File: src/rtl/trig_ldac_sched_if.sv
// rtl/trig_ldac_sched_if.sv - trigger/LDAC scheduler signal bundle
interface trig_ldac_sched_if #(
   parameter int NUM_BOARDS = 8,
   parameter int LOCKOUT_W  = 25
);
   logic                  enable;
   logic [NUM_BOARDS-1:0] board_mask;
   logic [LOCKOUT_W-1:0]  lockout_cycles;
   logic                  count_clr;
   logic                  ext_trig;
   logic [NUM_BOARDS-1:0] trig_waiting;
   logic [NUM_BOARDS-1:0] board_ldac;
   logic                  trigger;
   logic                  ldac_shared;
   logic [31:0]           trig_count;
   logic                  missed_trig;
   logic                  ldac_skew;
   logic [1:0]            state;

   // Host/board side: drives control and status, observes scheduler results
   modport master (
      output enable, board_mask, lockout_cycles, count_clr, ext_trig,
      output trig_waiting, board_ldac,
      input  trigger, ldac_shared, trig_count, missed_trig, ldac_skew, state
   );

   // Scheduler side
   modport slave (
      input  enable, board_mask, lockout_cycles, count_clr, ext_trig,
      input  trig_waiting, board_ldac,
      output trigger, ldac_shared, trig_count, missed_trig, ldac_skew, state
   );
endinterface

File: src/rtl/trig_ldac_sched.sv
// rtl/trig_ldac_sched.sv - external trigger scheduler with shared LDAC combining
module trig_ldac_sched #(
   parameter int NUM_BOARDS = 8,
   parameter int LOCKOUT_W  = 25
) (
   input  logic              clk,
   input  logic              resetn,
   trig_ldac_sched_if.slave  sif
);
   typedef enum logic [1:0] {
      ST_IDLE    = 2'd0,
      ST_ARMED   = 2'd1,
      ST_FIRE    = 2'd2,
      ST_LOCKOUT = 2'd3
   } state_t;

   state_t                r_state;
   logic [NUM_BOARDS-1:0] r_mask_q;
   logic [LOCKOUT_W-1:0]  r_lock;
   logic                  r_trigger;
   logic                  r_ldac_shared;
   logic [31:0]           r_trig_count;
   logic                  r_missed;
   logic                  r_skew;
   logic                  r_sync1;
   logic                  r_sync2;
   logic                  r_sync3;
   logic [2:0]            r_vld;

   logic [NUM_BOARDS-1:0] w_ldac_m;
   logic                  w_trig_evt;
   logic                  w_all_waiting;
   logic                  w_miss_evt;
   logic                  w_skew_evt;

   // r_vld marks when r_sync3 holds a real post-reset sample, so a level held
   // high through reset is never mistaken for a rising edge
   assign w_trig_evt    = r_sync2 & ~r_sync3 & r_vld[2];
   assign w_ldac_m      = sif.board_ldac & r_mask_q;
   assign w_all_waiting = ((sif.trig_waiting & r_mask_q) == r_mask_q) && (r_mask_q != '0);
   assign w_miss_evt    = w_trig_evt && sif.enable &&
                          (((r_state == ST_ARMED) && !w_all_waiting) || (r_state == ST_LOCKOUT));
   assign w_skew_evt    = (r_state != ST_IDLE) && (w_ldac_m != '0) && (w_ldac_m != r_mask_q);

   // Two-flop synchronizer plus edge-detect flop for the external trigger
   always_ff @(posedge clk or negedge resetn) begin
      if (!resetn) begin
         r_sync1 <= 1'b0;
         r_sync2 <= 1'b0;
         r_sync3 <= 1'b0;
         r_vld   <= 3'b000;
      end else begin
         r_sync1 <= sif.ext_trig;
         r_sync2 <= r_sync1;
         r_sync3 <= r_sync2;
         r_vld   <= {r_vld[1:0], 1'b1};
      end
   end

   // Scheduler FSM; trigger is registered alongside entry into FIRE
   always_ff @(posedge clk or negedge resetn) begin
      if (!resetn) begin
         r_state   <= ST_IDLE;
         r_mask_q  <= '0;
         r_lock    <= '0;
         r_trigger <= 1'b0;
      end else begin
         r_trigger <= 1'b0;
         if (!sif.enable) begin
            r_state <= ST_IDLE;
         end else begin
            case (r_state)
               ST_IDLE: begin
                  r_mask_q <= sif.board_mask;
                  r_state  <= ST_ARMED;
               end
               ST_ARMED: begin
                  if (w_trig_evt && w_all_waiting) begin
                     r_state   <= ST_FIRE;
                     r_trigger <= 1'b1;
                  end
               end
               ST_FIRE: begin
                  r_lock  <= sif.lockout_cycles;
                  r_state <= (sif.lockout_cycles == '0) ? ST_ARMED : ST_LOCKOUT;
               end
               ST_LOCKOUT: begin
                  if (r_lock <= LOCKOUT_W'(1)) begin
                     r_lock  <= '0;
                     r_state <= ST_ARMED;
                  end else begin
                     r_lock <= r_lock - LOCKOUT_W'(1);
                  end
               end
               default: r_state <= ST_IDLE;
            endcase
         end
      end
   end

   // Trigger counter: a FIRE cycle always counts, even against a coincident clear
   always_ff @(posedge clk or negedge resetn) begin
      if (!resetn) begin
         r_trig_count <= '0;
      end else if (r_state == ST_FIRE) begin
         r_trig_count <= (sif.count_clr ? 32'd0 : r_trig_count) + 32'd1;
      end else if (sif.count_clr) begin
         r_trig_count <= '0;
      end
   end

   // Shared LDAC and sticky status flags; a new event beats a coincident clear
   always_ff @(posedge clk or negedge resetn) begin
      if (!resetn) begin
         r_ldac_shared <= 1'b0;
         r_missed      <= 1'b0;
         r_skew        <= 1'b0;
      end else begin
         r_ldac_shared <= (r_state != ST_IDLE) && (|w_ldac_m);
         r_missed      <= (r_missed & ~sif.count_clr) | w_miss_evt;
         r_skew        <= (r_skew & ~sif.count_clr) | w_skew_evt;
      end
   end

   assign sif.trigger     = r_trigger;
   assign sif.ldac_shared = r_ldac_shared;
   assign sif.trig_count  = r_trig_count;
   assign sif.missed_trig = r_missed;
   assign sif.ldac_skew   = r_skew;
   assign sif.state       = r_state;
endmodule

File: src/flat_wrapper.sv
// flat-port wrapper written by rule: the top's interface ports become plain ports
module trig_ldac_sched_flat 
#(
   parameter int NUM_BOARDS = 8,
   parameter int LOCKOUT_W  = 25
)
  (clk, resetn, sif_enable, sif_board_mask, sif_lockout_cycles, sif_count_clr, sif_ext_trig, sif_trig_waiting, sif_board_ldac, sif_trigger, sif_ldac_shared, sif_trig_count, sif_missed_trig, sif_ldac_skew, sif_state);
  trig_ldac_sched_if #(.NUM_BOARDS(NUM_BOARDS), .LOCKOUT_W(LOCKOUT_W)) sif_i ();
  input  logic clk;
  input  logic resetn;
  input wire logic [$bits(sif_i.enable)-1:0] sif_enable;
  input wire logic [$bits(sif_i.board_mask)-1:0] sif_board_mask;
  input wire logic [$bits(sif_i.lockout_cycles)-1:0] sif_lockout_cycles;
  input wire logic [$bits(sif_i.count_clr)-1:0] sif_count_clr;
  input wire logic [$bits(sif_i.ext_trig)-1:0] sif_ext_trig;
  input wire logic [$bits(sif_i.trig_waiting)-1:0] sif_trig_waiting;
  input wire logic [$bits(sif_i.board_ldac)-1:0] sif_board_ldac;
  output wire logic [$bits(sif_i.trigger)-1:0] sif_trigger;
  output wire logic [$bits(sif_i.ldac_shared)-1:0] sif_ldac_shared;
  output wire logic [$bits(sif_i.trig_count)-1:0] sif_trig_count;
  output wire logic [$bits(sif_i.missed_trig)-1:0] sif_missed_trig;
  output wire logic [$bits(sif_i.ldac_skew)-1:0] sif_ldac_skew;
  output wire logic [$bits(sif_i.state)-1:0] sif_state;
  assign sif_i.enable = sif_enable;
  assign sif_i.board_mask = sif_board_mask;
  assign sif_i.lockout_cycles = sif_lockout_cycles;
  assign sif_i.count_clr = sif_count_clr;
  assign sif_i.ext_trig = sif_ext_trig;
  assign sif_i.trig_waiting = sif_trig_waiting;
  assign sif_i.board_ldac = sif_board_ldac;
  assign sif_trigger = sif_i.trigger;
  assign sif_ldac_shared = sif_i.ldac_shared;
  assign sif_trig_count = sif_i.trig_count;
  assign sif_missed_trig = sif_i.missed_trig;
  assign sif_ldac_skew = sif_i.ldac_skew;
  assign sif_state = sif_i.state;
  trig_ldac_sched #(.NUM_BOARDS(NUM_BOARDS), .LOCKOUT_W(LOCKOUT_W)) u_core (.clk(clk), .resetn(resetn), .sif(sif_i));
endmodule
File: config.mk
export PLATFORM = sky130hd
export DESIGN_NAME = trig_ldac_sched_flat
export DESIGN_NICKNAME = d
export VERILOG_FILES = /design/src/rtl/trig_ldac_sched_if.sv /design/src/rtl/trig_ldac_sched.sv /design/src/flat_wrapper.sv
export SDC_FILE = /design/constraint.sdc
export NUM_CORES = 1
export LEC_CHECK = 0
export ABC_AREA = 0
export BUFFER_PORTS_ARGS = -buffer_cell sky130_fd_sc_hd__buf_2
export CAP_MARGIN = 20
export CORE_ASPECT_RATIO = 0.8
export CORE_UTILIZATION = 42
export DETAILED_ROUTE_END_ITERATION = 8
export MAX_ROUTING_LAYER = met4
export PLACE_DENSITY = 0.67
export SLEW_MARGIN = 0
export SYNTH_ARGS = -nofsm -noshare
export SYNTH_HDL_FRONTEND = slang
export SYNTH_SLANG_ARGS = --single-unit
File: constraint.sdc
create_clock -name clk -period 2.69 [get_ports clk]
set_clock_uncertainty 0.05 [all_clocks]
set_input_delay 0.1345 -clock clk [delete_from_list [all_inputs] [get_ports clk]]
set_output_delay 0.1345 -clock clk [all_outputs]
set_load 0.05 [all_outputs]
==> impl_results.md <==
* Post-synth EDFFs at 0
* Cell Area, Placed at 0.00506 mm2
* Post-Syn Area at 0.00426 mm2
* Synth warn at 0
* Core Rows at 32
* Worst Max-Slew Pin Slew at about 0.55 ns
* Hold Path Stages at 3
* DR WL/cell at 15.6 um
* CTS sink count at 77
* Clock Path Buffers at 2
* Nets at 631
* Worst-skew pair later-pin latency at 0.34 ns
* Ys async rst share at 1.00
* Initial antenna violation count at 0
* ANT nets after route at 0
* Startpoint Class: register
* Main synth FF type: dfrtp_1
* 1st-iter DRT viols at between 150 and 200
* Static Leak at 2.57 nW
* Synth unique cells at 58
* Sw frac at 0.340
* I/O Buffers at 91
* Inserted Clock Buffers at 9
* Comb power frac at 0.315
* Critical path class: reg2reg
* Synth top cells by count: 77 x dfrtp_1, 37 x nor2_1, 23 x o21ai_0
* WL met2 at 5.12 mm
* Final Setup Violations at 0
* Share of the synthesized area in the top cell type at 0.452
* Diodes inserted at 0
* Cell Int Power at 2.96 mW
* Critical Path RT at 2.87 ns
* Final min period at 2.63 ns
* Clock Power Share at 0.310
* Post-Syn Area per Cell at 9.55 um2
* Vias at 3943
* Critical Path Fanout Max at 8
* Worst path bufs/invs at 1
* Post-Syn Nets at 508
* Area Overhead vs Synth at 30.4%
* Grt ovf at 0
* Seq cells post-synth at 77
* CP cell instances: or4_4, or4b_4, o41a_1, buf_6, a32o_1, a22o_1
* Final Cell Area at 0.00556 mm2
* Max_cap viols at 0
* Vias per inst at 5.55
* H-tree levels at 3
* Worst Setup End Kind: register
* Worst flop-to-flop path startpoint: u_core.r_lock[17]$_DFFE_PN0P_
* Final WL at roughly 11 mm
* Slowest CP cell: or4_4
* Highest Signal Layer: met4
* Worst flop-to-flop path endpoint: u_core.r_lock[6]$_DFFE_PN0P_
* Synth area leader: dfrtp_1
* TritonCTS clock tree: done
* Largest stage delay, worst path at 0.56 ns
* Hold Crit Endpoint: u_core.r_lock[1]$_DFFE_PN0P_
* Core ar. at 0.00973 mm2
* Initial Util at 0.438
* Vias in the first global route at 3713
* Register share of total power at 0.376
* Post-route DRC at 0
* DRT Pass-1 Iters at 5
* Post-DP HPWL at ~8 mm
* Sequential share of the synthesized area at 0.452
* First-pass GRT wire length at 18.4 mm
* R2R Setup Slk at 0.06 ns
* Die W at 115 um
* Count leader, synth: dfrtp_1
* Root buffer cell: clkbuf_16
* CP top delay family: simple AND/OR/NAND/NOR gates
* Status: completed
* Placer Congestion at 0.897
* Worst vdd ir at about 0.00047 V
* Dominant cells by area after synthesis: dfrtp_1 45%, a22o_1 3.9%, nor2_1 3.3%
* Largest net degree at the start of global routing at 78
* Fin crit share at 0.977
* Filler cells at slightly below 900
* CP Data Arrival Time at 2.81 ns
* Share of layout cells above drive strength 1 at 0.275
* Total net switching power at 1.53 mW
* Met1 Routed Length at 5.16 mm
* Slew margin rel. at 0.635
* Pre-CTS WS at -0.0106 ns
* Routed wl met3 at 629 um
* Fin. Hold Viols at 0
* Clock transition at path regs at around 0.060 ns
* Total Die Area at 0.0105 mm2
* Worst Hold Class: in2reg
* Setup ws final at between 0.06 and 0.07 ns
* Unrepaired setup endpoints after global routing: no
* R2R depth at 6
* HP Start: sif_lockout_cycles[1]
* Final Max Tran Viols at 0
* IO Pins at 92
* Global Route Usage Sum at 0.229
* F_max at 381 MHz
* Die Span Y at approximately 92 um
* Synthesized instance count at roughly 450
* PwrDens at 808 mW/mm2
-- sequential cells by signal, summed over array words and instances, names as in the netlist, 2 cells and up --
signal and count:
u_core.sif.state 2, u_core.sif.trig_count 32, u_core.r_lock 25, u_core.r_vld 3, u_core.r_mask_q 8
-- timing repair --
| action | CTS | global route |
|---|---|---|
| pin swaps | 0 | 3 |
| setup buffers | 0 | 0 |
| endpoints found under the hold margin | 87 | 0 |
| resized for setup | 1 | 4 |
| endpoints found under the setup margin | 5 | 14 |
| hold buffers | 11 | 0 |
-- stage by stage --
step           hold WS, ns  power, mW  instances  setup TNS, ns  utilization
6_report            0.0424       4.49        710              0        0.571
3_3_place_gp         0.194       3.02        682        -0.0167        0.520
3_5_place_dp         0.198       3.06        682        -0.0277        0.520
4_1_cts             0.0370       4.49        709              0        0.566
2_1_floorplan       -0.211       2.55        446          -1.47            -
5_1_grt             0.0503       4.74        710              0        0.571
-- layer usage --
metal | vias up | global-route usage
met2 | 144 | 0.337
met5 | - | -
met3 | 13 | 0.0575
li1 | 1900 | -
met4 | 0 | 0.0649
met1 | 1886 | 0.312
-- worst max path at each step --
stage / depth (start not counted) / slack (ns) / start / end
finish: 6 / 0.06 / u_core.r_lock[17]$_DFFE_PN0P_ / u_core.r_lock[6]$_DFFE_PN0P_
global placement: 7 / -0.02 / u_core.r_lock[17]$_DFFE_PN0P_ / u_core.r_lock[0]$_DFFE_PN0P_
detailed placement: 6 / -0.01 / u_core.r_lock[17]$_DFFE_PN0P_ / u_core.r_lock[2]$_DFFE_PN0P_
floorplan: 8 / -0.17 / u_core.r_lock[15]$_DFFE_PN0P_ / u_core.r_lock[6]$_DFFE_PN0P_
CTS: 7 / 0.004 / u_core.r_lock[17]$_DFFE_PN0P_ / u_core.r_lock[0]$_DFFE_PN0P_
global route: 7 / 0.003 / u_core.r_lock[17]$_DFFE_PN0P_ / u_core.r_lock[19]$_DFFE_PN0P_
-- final cells by class --
type | count | area (um2) | area share
clock buffer | 9 | 225 | 0.0405
clock inverter | 7 | 114 | 0.0205
inverter | 22 | 82.6 | 0.0149
multi-input combinational | 324 | 2190 | 0.395
sequential | 77 | 1930 | 0.347
tap | 136 | 170 | 0.0306
timing repair buffer | 135 | 843 | 0.152
-- cell usage in the layout, fill, tap and decap left out, drive strengths merged, types with 3 or more instances in the layout --
cell,n
a21oi,13
a22o,19
a22oi,10
a32o,3
and3,4
buf,124
bufinv,3
clkbuf,9
clkinv,5
dfrtp,77
dlygate4sd3,11
ha,8
inv,21
mux2,9
mux2i,5
nand2,21
nand2b,16
nand3,15
nand4,19
nor2,37
nor2b,7
nor3,18
nor4,14
o211ai,4
o21ai,23
o22ai,7
o2bb2ai,4
or3,8
xnor2,9
xor2,15
-- tightest hold or removal path, cell delays in order --
cell and delay [ns]:
buf_2 0.10, a2bb2oi_2 0.05, o21ai_1 0.11
-- power groups by stage --
stage / clock network (mW) / logic, mW / registers [mW]
floorplan: 0 / 0.809 / 1.74
global placement: 0 / 1.33 / 1.68
detailed placement: 0 / 1.37 / 1.69
CTS: 1.42 / 1.39 / 1.68
global route: 1.46 / 1.55 / 1.72
finish: 1.39 / 1.41 / 1.69
-- cells by family (layout without fill, tap and decap cells) --
group	count (synthesis)	in the layout	synth area share
AO/OA/AOI/OAI	104	104	0.180
XOR/XNOR	24	24	0.0494
adder cells (fa/ha/maj)	8	8	0.0235
buffers and inverters	45	173	0.0420
flip-flops	77	77	0.452
multiplexers	14	14	0.0355
other	1	1	0.000880
AND/OR/NAND/NOR	173	173	0.216
Power figures use the tool's default switching activity.
